==> src/rtl/not_equal_array.sv <==
// rtl/not_equal_array.sv - per-channel race-logic NEQ/LT comparator with gamma-cycle window (optional timestamp: NOT_EQUAL_ARRAY_TIMESTAMP_EN)
module not_equal_array #(
  parameter int N_CH              = 4,
  parameter int GAMMA_CYCLE_WIDTH = 16,
  parameter int PULSE_WIDTH       = 8
) (
  input  logic                 aclk,
  input  logic                 grst,
  input  logic [N_CH-1:0]      a,
  input  logic [N_CH-1:0]      b,
  input  logic [N_CH-1:0]      mode,
  output logic [N_CH-1:0]      y,
  output logic [N_CH-1:0]      done,
  output logic                 window_open
`ifdef NOT_EQUAL_ARRAY_TIMESTAMP_EN
  ,
  output logic [N_CH-1:0][$clog2(GAMMA_CYCLE_WIDTH+1)-1:0] y_time
`endif
);

  localparam int TW = $clog2(GAMMA_CYCLE_WIDTH + 1);
  localparam int CW = (PULSE_WIDTH > 1) ? $clog2(PULSE_WIDTH) : 1;
  localparam logic [TW-1:0] T_MAX    = TW'(GAMMA_CYCLE_WIDTH);
  localparam logic [TW-1:0] T_ONE    = TW'(1);
  localparam logic [CW-1:0] CNT_LOAD = CW'(PULSE_WIDTH - 1);
  localparam logic [CW-1:0] CNT_ONE  = CW'(1);

  typedef enum logic [1:0] {ARMED, FIRE, DONE} state_t;

  logic [TW-1:0]   t_q;
  logic [N_CH-1:0] prev_a_q;
  logic [N_CH-1:0] prev_b_q;
  logic            prev_valid_q;
  logic [N_CH-1:0] rise_a;
  logic [N_CH-1:0] rise_b;

  state_t          state_q [N_CH];
  state_t          state_d [N_CH];
  logic [CW-1:0]   cnt_q   [N_CH];
  logic [CW-1:0]   cnt_d   [N_CH];
  logic [N_CH-1:0] b_seen_q;
  logic [N_CH-1:0] b_seen_d;
  logic [N_CH-1:0] y_d;

  assign window_open = (t_q < T_MAX);

  // The history registers hold zero through reset, so the first edge after
  // release has no trustworthy previous level; prev_valid_q masks it so a
  // level already high at window start is never taken as an arrival.
  assign rise_a = a & ~prev_a_q & {N_CH{prev_valid_q}};
  assign rise_b = b & ~prev_b_q & {N_CH{prev_valid_q}};

  // Gamma-cycle time counter, saturating at the window length.
  always_ff @(posedge aclk or posedge grst) begin
    if (grst) begin
      t_q <= '0;
    end else if (t_q != T_MAX) begin
      t_q <= t_q + T_ONE;
    end
  end

  // Input history for rising-edge detection, sampled every cycle.
  always_ff @(posedge aclk or posedge grst) begin
    if (grst) begin
      prev_a_q     <= '0;
      prev_b_q     <= '0;
      prev_valid_q <= 1'b0;
    end else begin
      prev_a_q     <= a;
      prev_b_q     <= b;
      prev_valid_q <= 1'b1;
    end
  end

  // Per-channel decision FSMs: next state, pulse counter and b_seen.
  always_comb begin
    for (int i = 0; i < N_CH; i++) begin
      state_d[i]  = state_q[i];
      cnt_d[i]    = cnt_q[i];
      b_seen_d[i] = b_seen_q[i];
      case (state_q[i])
        ARMED: begin
          if (!window_open) begin
            state_d[i] = DONE;
          end else if (rise_a[i] && rise_b[i]) begin
            state_d[i] = DONE;
          end else if (rise_a[i]) begin
            if (b_seen_q[i] && mode[i]) begin
              state_d[i] = DONE;
            end else begin
              state_d[i] = FIRE;
              cnt_d[i]   = CNT_LOAD;
            end
          end else if (rise_b[i]) begin
            b_seen_d[i] = 1'b1;
          end
        end
        FIRE: begin
          if (cnt_q[i] == '0) begin
            state_d[i] = DONE;
          end else begin
            cnt_d[i] = cnt_q[i] - CNT_ONE;
          end
        end
        DONE: begin
          state_d[i] = DONE;
        end
        default: begin
          state_d[i] = ARMED;
        end
      endcase
      y_d[i] = (state_d[i] == FIRE);
    end
  end

  // FSM state, counter and registered pulse output.
  always_ff @(posedge aclk or posedge grst) begin
    if (grst) begin
      for (int i = 0; i < N_CH; i++) begin
        state_q[i] <= ARMED;
        cnt_q[i]   <= '0;
      end
      b_seen_q <= '0;
      y        <= '0;
    end else begin
      for (int i = 0; i < N_CH; i++) begin
        state_q[i] <= state_d[i];
        cnt_q[i]   <= cnt_d[i];
      end
      b_seen_q <= b_seen_d;
      y        <= y_d;
    end
  end

  // done is a pure decode of the DONE state register.
  always_comb begin
    for (int i = 0; i < N_CH; i++) begin
      done[i] = (state_q[i] == DONE);
    end
  end

`ifdef NOT_EQUAL_ARRAY_TIMESTAMP_EN
  logic [N_CH-1:0] fire_now;

  // A channel fires exactly on the edge that moves it from ARMED to FIRE.
  always_comb begin
    for (int i = 0; i < N_CH; i++) begin
      fire_now[i] = (state_q[i] == ARMED) && (state_d[i] == FIRE);
    end
  end

  // Capture the firing time; all-ones marks a channel that never fired.
  always_ff @(posedge aclk or posedge grst) begin
    if (grst) begin
      y_time <= '1;
    end else begin
      for (int i = 0; i < N_CH; i++) begin
        if (fire_now[i]) begin
          y_time[i] <= t_q;
        end
      end
    end
  end
`endif

endmodule

==> config.mk <==
export PLATFORM = sky130hd
export DESIGN_NAME = not_equal_array
export DESIGN_NICKNAME = d
export VERILOG_FILES = /design/src/rtl/not_equal_array.sv
export SDC_FILE = /design/constraint.sdc
export NUM_CORES = 1
export LEC_CHECK = 0
export ABC_AREA = 1
export ABC_CLOCK_PERIOD_IN_PS = 1600
export CORE_MARGIN = 2
export CORE_UTILIZATION = 41
export CTS_BUF_LIST = sky130_fd_sc_hd__clkbuf_8 sky130_fd_sc_hd__clkbuf_16
export DETAILED_ROUTE_END_ITERATION = 7
export PLACE_DENSITY = 0.63
export SKIP_LAST_GASP = 1
export SYNTH_ARGS = -nofsm -noshare
export SYNTH_HDL_FRONTEND = slang
export SYNTH_SLANG_ARGS = --single-unit
==> constraint.sdc <==
create_clock -name aclk -period 1.6 [get_ports aclk]
set_clock_uncertainty 0.15 [all_clocks]
set_input_delay 0.32 -clock aclk [delete_from_list [all_inputs] [get_ports aclk]]
set_output_delay 0.32 -clock aclk [all_outputs]
set_load 0.005 [all_outputs]
== Yosys cells after proc, flatten, opt, wreduce, memory -nomap -nowiden ==
Cells that the tools add are included.
Widths: inputs -> output; s select.
Word-level totals
  word-level logic and storage cells: 146
  register bits after elaboration: 42
Operators by class
  order comparisons: 1
  bitwise logic cells: 14
  $add $sub $neg: 5
  equal/unequal tests: 33
  multiplexer cells: 48
  reduce and logical (&&, ||, !) cells: 28
Operators with widths (count)
  $mux 3: 20
  $mux 2: 20
  $ne 2x2->1 const B: 20
  $pmux 2 s3: 4
  $pmux 3 s2: 4
  $reduce_and 6->1: 4
  $reduce_and 5->1: 4
  $and 4x4->4: 4
  $eq 2x1->1 const B: 8
  $logic_not 3->1: 4
  $sub 3x1->3 const B: 4
  $eq 2x2->1 const B: 4
  $logic_and 1x1->1: 8
  $logic_not 2->1: 4
  $not 1->1: 8
  $not 4->4: 2
  $reduce_bool 2->1: 4
  $add 5x1->5 const B: 1
  $lt 5x5->1 const B: 1
  $ne 5x5->1 const B: 1

== Longest topological paths before layout ==
Gate-level depths: netlist (run 1).
  word-level depth: 8
  mapped depth: 9
  depth with buffers taken out: 8

== Worst setup path after synthesis (run 1) ==
No wires, ideal clock.
  kind: register to register
  start: register cnt_q[0] (netlist name)
  end: register cnt_q[2] (netlist name)
  path slack: 0.322 ns
  required time: 1.384 ns
  data arrival time: 1.063 ns
  cell stages (with the launch flop): 7
  path buffers: 0
  setup time: 0.066 ns
  path through: dfrtp_1 -> inv_1 -> ha_1 -> or2_2 -> nand3_1 -> nand3_1 -> nand2_1
Between the ends
  longest elaborated chain between the ends: 3
  elaborated cells between the ends (all ways): 6
  classes of those cells: add/sub (1); eq/ne (1); mux (2); reduce/logical (2)
RTL lines
  start, declared: line 39  | logic [CW-1:0] cnt_q [N_CH];
  start signal, assigned by index: line 128  | cnt_q[i] <= cnt_d[i];
  $sub 3x1->3 or $logic_not 3->1 (tied branches): line 102, 99
  $mux 3 or $ne 2x2->1 (tied branches)
  $pmux 3 s2 or $reduce_and 6->1 (tied branches)
Several ways; a longest one is shown, not always the timed one. The select of a mux whose other input is x is not followed.
A chain may end at the register's enable or synchronous reset.

== Worst setup path after layout (run 1) ==
  start: register state_q[7] (netlist name)
  end: output done[0]
Between the ends
  longest elaborated chain between the ends: 1
RTL lines
  start, declared: line 37  | state_t state_q [N_CH];
  start signal, assigned by index: line 127  | state_q[i] <= state_d[i];
  $eq 2x2->1: line 138  | done[i] = (state_q[i] == DONE);
  end, declared: line 13  | output logic [N_CH-1:0] done,
Every way passes these cells.

==> metrics, run 1 <==
run status finished clean; # setup viols final 0; CTS tree built; max-capacitance violation count 0; final max-slew violation count 0; area occupied by multi-input gates 929.6 um^2; setup slack at placement -0.1017 ns; Req. time, crit path 1.13 ns; synth unique cells 23; DR pass1 iterations 4; # diodes 0; Design Power 1.998 mW; All-Layer GR Usage 0.1544; Clock Sink Count 42; first-pass GRT wire length 7141 um; post-route minimum period 1.515 ns; sw frac 0.2124; GPL Wtd Cong 0.8042; power share of the sequential group 0.540; Reg clk slew, reported paths 0.08 ns; # DRC 0; Setup WS post-layout 0.08504 ns; Fmax 0.6601 GHz; Ports 23; Final Core Density 0.5261; power per standard cell area 748.3 nW/um^2; core area 5075 um^2; Comb pwr share 0.049; Pleak 1.434 nW; worst-case clock buffer depth 2; CP Class flip-flop to output port; Worst Setup Start Kind flip-flop; syn_nets 279; post-synthesis sequential area ratio 0.4921; layout net count 322; FF/Latch Area 1051 um^2; Area Overhead vs Synth 25.01%; Vias 1,637; Area after DPL 2505 um^2; die area 5803 um^2; initial antenna violation count 0; final WL 3800 um; number of core rows 26; fraction of layout cells with a size suffix above 1 0.1773; period utilization 0.9469; Routed WL per cell 10.30 um; worst hold path class input pin to async pin; Clock Latency Late Sink 0.30 ns; commonest non-fill, non-tap cell in the layout nand2_1; clk root buf clkbuf_8; Setup crit end kind output port; CTS buffer count 5; Final Hold Viols 0; largest net degree at the start of global routing 43; most frequent cells in the layout nand2_1, dfrtp_1, inv_1; die width 76.18 um; worst-path fanout max 3; ys async rst share 1.000; Peak VDD IR 0.3389 mV; fillcell total 513; Final Cell Area 2670 um^2; dominant synthesized flop cell dfrtp_1; Synth warnings 0; R2R depth 7; unrepaired setup endpoints after global routing yes; GRT overflow 0; Clk pwr share 0.411; Yosys reg bits 42; via-per-instance ratio 4.436; net switching power 424.4 uW; vias in the first global route 1,632; Buffers on Ports 22; area of the mapped netlist 2136 um^2; HPWL after DPL 2718 um; Antenna Nets Post-Route 0; post-route setup TNS 0 ns; Initial Util 0.4209; Fin Hold WS 0.2324 ns; CTS Hold Bufs 0; Die Y 76.18 um; placed insts 354; cells after synthesis 255; synthesized area per cell 8.376 um^2; first-iteration detailed-routing DRC count 74; Int Pwr 1.574 mW; Layout Cells excl Fill 369; H-tree depth 2; Post-synth EDFFs 0; critical path data arrival time 1.04 ns
[cells by family after synthesis]
group,Yosys count,share of synthesized area
compound gates,18,0.05507
xor+xnor,3,0.01230
fa+ha+maj,10,0.05858
buf+inv,42,0.07732
flops,42,0.4921
other cells,1,0.001756
simple gates,139,0.3029
[sequential cells by signal, summed over array words and instances, names as in the netlist]
signal / flops
prev_valid_q: 1
b_seen_q: 4
y: 4
prev_a_q: 4
prev_b_q: 4
state_q: 8
cnt_q: 12
t_q: 5
[worst max-delay path, stage by stage, from the launching register on]
cell           delay, ns
dfrtp_1             0.39
inv_2               0.07
nor2_1              0.04
dlygate4sd2_1       0.25
[power groups by stage]
| stage | logic, mW | registers (mW) | clock network, mW |
|---|---|---|---|
| 2_1_floorplan | 0.0429 | 1.10 | 0 |
| 3_3_place_gp | 0.101 | 1.10 | 0 |
| 3_5_place_dp | 0.101 | 1.10 | 0 |
| 4_1_cts | 0.101 | 1.08 | 0.850 |
| 5_1_grt | 0.111 | 1.08 | 0.893 |
| 6_report | 0.0977 | 1.08 | 0.822 |
[layout make-up]
class | count | share of cell area
flip-flops and latches | 42 | 0.3936
multi-input cells | 171 | 0.3482
repair buffers | 37 | 0.1279
inverters | 41 | 0.05764
well taps | 70 | 0.03280
clock buffers | 5 | 0.02577
clock inverters | 3 | 0.01406
[synthesized netlist by cell type, types with 3 or more instances]
cell / instances / area [um^2]
nand2_1: 75 / 281.5
dfrtp_1: 42 / 1051
inv_1: 40 / 150.1
nand3_1: 21 / 105.1
nor2_1: 18 / 67.56
ha_1: 10 / 125.1
o21ai_0: 8 / 40.04
nand2_2: 7 / 43.79
nor2_2: 6 / 37.54
nand2_4: 5 / 56.30
or2_2: 4 / 25.02
o21a_1: 3 / 22.52
[per-layer routing]
metal / wire length, um / vias to the layer above / share of wire / track usage
met5: 0 / - / 0 / 0
met4: 78 / 0 / 0.021 / 0.07636
met3: 138 / 7 / 0.036 / 0.04384
met2: 1677 / 23 / 0.44 / 0.2366
met1: 1906 / 743 / 0.50 / 0.2015
li1: - / 864 / - / -
[what timing repair did]
item	CTS	global route
cloned	0	0
pin swaps	0	1
setup endpoints to repair	8	11
endpoints found under the hold margin	0	0
setup buffers	7	0
resized for setup	8	6
[worst paths after layout]
kind	startpoint	to	slack, ns
worst max register to register	state_q[7]$_DFF_PP0_	cnt_q[10]$_DFFE_PP0P_	0.16
min in group aclk	b_seen_q[2]$_DFFE_PP0P_	b_seen_q[2]$_DFFE_PP0P_	0.32
worst min register to register	b_seen_q[2]$_DFFE_PP0P_	b_seen_q[2]$_DFFE_PP0P_	0.32
worst max-delay path	state_q[7]$_DFF_PP0_	done[0]	0.09
worst min-delay path	grst	y[2]$_DFF_PP0_	0.23
max in group asynchronous	grst	cnt_q[9]$_DFFE_PP0P_	0.87
Power figures use the tool's default switching activity.
==> run 2, diff against run 1 <==
--- a/config.mk
+++ b/config.mk
@@ -13,6 +13,7 @@
 export DETAILED_ROUTE_END_ITERATION = 7
 export PLACE_DENSITY = 0.63
 export SKIP_LAST_GASP = 1
+export SLEW_MARGIN = 30
 export SYNTH_ARGS = -nofsm -noshare
 export SYNTH_HDL_FRONTEND = slang
 export SYNTH_SLANG_ARGS = --single-unit
==> results of run 2 <==
The final DEF is identical to that of run 1; final timing and power are the same.
